## src/rtl/mae_dot_sched.sv

```systemverilog
// Sequencer for one MAE DSP tile in accumulate mode: streams operand pairs into
// the tile, steers the feedback select and returns BIAS + sum(A*B) per job.
module mae_dot_sched #(
    parameter int AW = 18,
    parameter int CW = 40,
    parameter int LW = 16
) (
    input  logic          CLK,
    input  logic          ARST_N,
    input  logic          START,
    input  logic [LW-1:0] LEN,
    input  logic [CW-1:0] BIAS,
    output logic          BUSY,
    input  logic          OP_VALID,
    output logic          OP_READY,
    input  logic [AW-1:0] OP_A,
    input  logic [AW-1:0] OP_B,
    output logic [AW-1:0] DSP_A,
    output logic [AW-1:0] DSP_B,
    output logic [CW-1:0] DSP_C,
    output logic          DSP_A_EN,
    output logic          DSP_B_EN,
    output logic          DSP_P_EN,
    output logic          DSP_FDBK_SEL,
    input  logic [CW-1:0] DSP_P,
    output logic          RES_VALID,
    input  logic          RES_READY,
    output logic [CW-1:0] RES
);

    localparam logic [2:0] S_IDLE   = 3'd0;
    localparam logic [2:0] S_RUN    = 3'd1;
    localparam logic [2:0] S_DRAIN1 = 3'd2;
    localparam logic [2:0] S_DRAIN2 = 3'd3;
    localparam logic [2:0] S_DONE   = 3'd4;

    logic [2:0]    state;
    logic [LW-1:0] rem_cnt;
    logic          first_flag;
    logic          p_issue;
    logic          p_sel;
    logic [CW-1:0] dsp_c_q;
    logic [CW-1:0] res_q;
    logic          res_valid_q;
    logic          accept;

    assign OP_READY     = (state == S_RUN);
    assign BUSY         = (state != S_IDLE);
    assign accept       = OP_VALID & OP_READY;
    assign DSP_A        = OP_A;
    assign DSP_B        = OP_B;
    assign DSP_A_EN     = accept;
    assign DSP_B_EN     = accept;
    assign DSP_P_EN     = p_issue;
    assign DSP_FDBK_SEL = p_sel;
    assign DSP_C        = dsp_c_q;
    assign RES          = res_q;
    assign RES_VALID    = res_valid_q;

    // The P update trails the A/B register load by one edge, so each accept
    // arms a one-cycle issue bit; only the first pair of a job adds C.
    always_ff @(posedge CLK or negedge ARST_N) begin
        if (!ARST_N) begin
            state       <= S_IDLE;
            rem_cnt     <= '0;
            first_flag  <= 1'b1;
            p_issue     <= 1'b0;
            p_sel       <= 1'b0;
            dsp_c_q     <= '0;
            res_q       <= '0;
            res_valid_q <= 1'b0;
        end else begin
            p_issue <= accept;
            if (accept) begin
                p_sel      <= ~first_flag;
                first_flag <= 1'b0;
                rem_cnt    <= rem_cnt - LW'(1);
            end
            case (state)
                S_IDLE: begin
                    if (START) begin
                        rem_cnt    <= LEN;
                        dsp_c_q    <= BIAS;
                        first_flag <= 1'b1;
                        if (LEN == '0) begin
                            res_q       <= BIAS;
                            res_valid_q <= 1'b1;
                            state       <= S_DONE;
                        end else begin
                            state <= S_RUN;
                        end
                    end
                end
                S_RUN: begin
                    if (accept && (rem_cnt == LW'(1)))
                        state <= S_DRAIN1;
                end
                S_DRAIN1: state <= S_DRAIN2;
                // P now holds the final sum after the last issue pulse.
                S_DRAIN2: begin
                    res_q       <= DSP_P;
                    res_valid_q <= 1'b1;
                    state       <= S_DONE;
                end
                S_DONE: begin
                    if (RES_READY) begin
                        res_valid_q <= 1'b0;
                        state       <= S_IDLE;
                    end
                end
                default: state <= S_IDLE;
            endcase
        end
    end

endmodule
```

## config.mk

```make
export PLATFORM = sky130hd
export DESIGN_NAME = mae_dot_sched
export DESIGN_NICKNAME = d
export VERILOG_FILES = /design/src/rtl/mae_dot_sched.sv
export SDC_FILE = /design/constraint.sdc
export NUM_CORES = 1
export LEC_CHECK = 0
export CAP_MARGIN = 20
export CORE_ASPECT_RATIO = 0.6
export CORE_MARGIN = 1.5
export CORE_UTILIZATION = 30
export CTS_BUF_LIST = sky130_fd_sc_hd__clkbuf_16
export DETAILED_ROUTE_END_ITERATION = 7
export PLACE_DENSITY = 0.7
export SKIP_LAST_GASP = 1
export SYNTH_ARGS = -nofsm -noshare
export SYNTH_HDL_FRONTEND = slang
export SYNTH_SLANG_ARGS = --single-unit
```

## constraint.sdc

```tcl
create_clock -name CLK -period 2.2 [get_ports CLK]
set_clock_uncertainty 0.15 [all_clocks]
set_input_delay 0.44 -clock CLK [delete_from_list [all_inputs] [get_ports CLK]]
set_output_delay 0.44 -clock CLK [all_outputs]
set_load 0.01 [all_outputs]
```

==> impl_metrics.toml <==
[status]
outcome = "finished, violations left"
violations = "negative setup slack"

[yosys]
async_reset_ff_share_pct = 100.0
ys_seq_elements = 103
syn_area_per_cell_um2 = 9.923
synthDominantCellAreaShare_pct = 52.17
synth-seq-area-share_pct = 52.71
yosysUniqueCellTypes = 43
synthCells = 493
synth_flop_cell = "dfrtp_1"
yosysWarnings = 0
synthesis.area_um2 = 4892
synth_area_leader_cell = "dfrtp_1"
syn_nets = 632
synth_area_leaders = "dfrtp_1 52%, nand2_1 11%, a221o_1 8.2%, buf_4 6.4%, and2_1 5.4%"
synth_edf_count = 0

[global_route]
grt_usage_pct = 17.27
grt_max_degree = 59
grt_pass1_wl_um = 23100
overflow = 0
first_global_vias = 4417
grt_antenna_before_repair = 0

[layout]
area_growth_pct = 53.48
layoutNonFillerInstCount = 887
drive_gt1_share_pct = 12.30
final_common_cell = "clkdlybuf4s50_1"
fin_nets = 817
final_cell_mix = "171 x clkdlybuf4s50_1, 142 x nand2_1, 102 x dfrtp_1"

[detailed_routing]
wl_um = 16110
wire_per_inst_um = 18.16
drc = 0
drtPass1Iterations = 5
vias_per_cell = 5.029
ant_nets = 0
num_vias = 4461
drtIter0Drc = 359

[timing]
grt_setup_unrepaired = "true"
slew_headroom_pct = 61.84
slew_violations = 0
period_share_pct = 106.8
max_freq_ghz = 0.4257
hold_slack_ps = 234.0
hold_viol_final = 0
fin_ws_ps = -148.9
min_period_ps = 2349
setup_viol_count_final = 35
worstMarginPinSlew_ps = 572.3

[power]
leakage_nw = 3.397
total_power_mw = 7.318
power_density_nw_per_um2 = 974.6
ir_worst_vdd_v = 0.0003795

[worst_setup_path]
crit_slowest_cell = "clkdlybuf4s50_1"
critPathCaptureType = "register"
arrival_ps = 2420
crit_required_ps = 2270
r2r_slack_ps = 110
slowest_delay_ps = 450
critical_path_class = "input port to register"
path_cells = "clkdlybuf4s50_1, nor4_2, nand4_1, buf_4, o22a_2, a221o_1"
cp_max_fo = 20
worstSetupStartpointType = "input port"

[die]
row_count = 35
io_pins = 260
dieHeight_um = 101.9
die_x_um = 167.9
initial_core_util_pct = 31.29
dieArea_um2 = 17110
coreArea_um2 = 15630

[placement]
place_ws_ps = -523.9
place_inst = 857
dpl.hpwl_um = 10870
place.gp.congestion = 0.8042
portBuffers = 187

[clock_network]
clock-root-buffer = "clkbuf_16"
clkLatencyLatePin_ps = 340
cts.sinks = 103
clkTransAtPathRegs_ps = 70
htree_levels = 3
numCtsBuffers = 9
cts_tree = "built"
clk_path_buf_depth = 2

[hold_path]
min_path_type = "input port to register"

[flow_run]
drv_cap = 0
[state kept, by name, indices dropped and copies added, names as in the netlist]
name,count
state,3
RES,40
DSP_P_EN,1
DSP_FDBK_SEL,1
DSP_C,40
first_flag,1
rem_cnt,16
RES_VALID,1
[worst max-delay path: cells and delay by family]
family / cells / cell delay [ps]
buffers and inverters: 2 / 640
AND/OR/NAND/NOR: 2 / 540
AO/OA/AOI/OAI: 2 / 790
[cell families (layout without fill, tap and decap cells)]
logic type                 after synthesis  after routing  share of synthesized area (%)
AOI/OAI and AO/OA                       67             70                          11.64
xor gates and xnor gates                 9              9                          1.611
adders and majority gates                2              2                         0.5114
buffers and inverters                   71            258                          9.642
DFF                                    103            103                          52.71
muxes                                    4              4                         0.8184
other                                    0              1                              0
and+or+nand+nor                        237            237                          23.07
[metrics by stage]
step | setup TNS [ps] | utilization (%) | area [µm²]
after detailed placement | -31940 | 44.24 | 6917
after global placement | -29720 | 44.24 | 6917
after CTS | -5672 | 46.53 | 7274
final | -3526 | 48.03 | 7508
after global routing | -4782 | 48.01 | 7506
after floorplan | 0 | - | 4892
[final cells by class]
class                           count  area (µm²)
Antenna cell                        1       2.502
Clock buffer                        9       225.2
Clock inverter                      7       100.1
Fill cell                        1393        8125
Inverter                            5       18.77
Multi-Input combinational cell    322        1949
Sequential cell                   103        2579
Tap cell                          203       254.0
Timing Repair Buffer              237        2380
[cell usage after synthesis (2+ instances only)]
master / instances
a221o_1: 40
nor4b_1: 2
and2_1: 42
nand2_1: 142
buf_2: 8
o21ai_0: 13
buf_6: 5
nor4_1: 7
or4b_1: 3
or2_1: 2
dfrtp_1: 102
nand4_1: 5
buf_4: 42
xnor2_1: 2
a21oi_1: 4
o22ai_1: 2
nand2b_1: 2
mux2i_1: 4
or4_1: 4
clkbuf_1: 11
xor2_1: 7
nand3_1: 2
nand4b_1: 2
nor3_1: 4
inv_1: 5
nor2b_1: 2
nor2_1: 10
or3_1: 3
ha_1: 2
[where the power goes]
group | leakage [nW] | total (mW) | switching (mW) | internal (mW)
registers | 1.27 | 2.92 | 0.440 | 2.48
clock network | 0.161 | 1.74 | 0.733 | 1.01
logic | 1.97 | 2.65 | 1.18 | 1.47
total | 3.40 | 7.32 | 2.35 | 4.97
[repair_timing]
item	CTS	global route
buffers inserted	2	5
gates cloned	0	5
setup endpoints to repair	50	48
hold buffers	1	0
pin swaps	1	8
endpoints found under the hold margin	102	0
gates resized for setup	7	25
[per-layer routing]
layer  track usage (%)  vias up  part of all wire (%)
li1                  -     2031                     -
met1             23.19     2195                    47
met4             4.435        0                  0.84
met3             5.422       15                   7.6
met2             27.24      220                    45
met5                 0        -                     0
[worst paths after layout]
check / startpoint / to / cells past startpoint
min in group asynchronous: ARST_N / DSP_FDBK_SEL / 3
worst max register to register: state[1] / RES[2] / 3
max in group asynchronous: ARST_N / DSP_C[20] / 3
worst min register to register: first_flag / first_flag / 2
worst min-delay path: LEN[1] / rem_cnt[1] / 3
worst max-delay path: LEN[2] / RES[2] / 6
(Power assumes the default switching activity.)
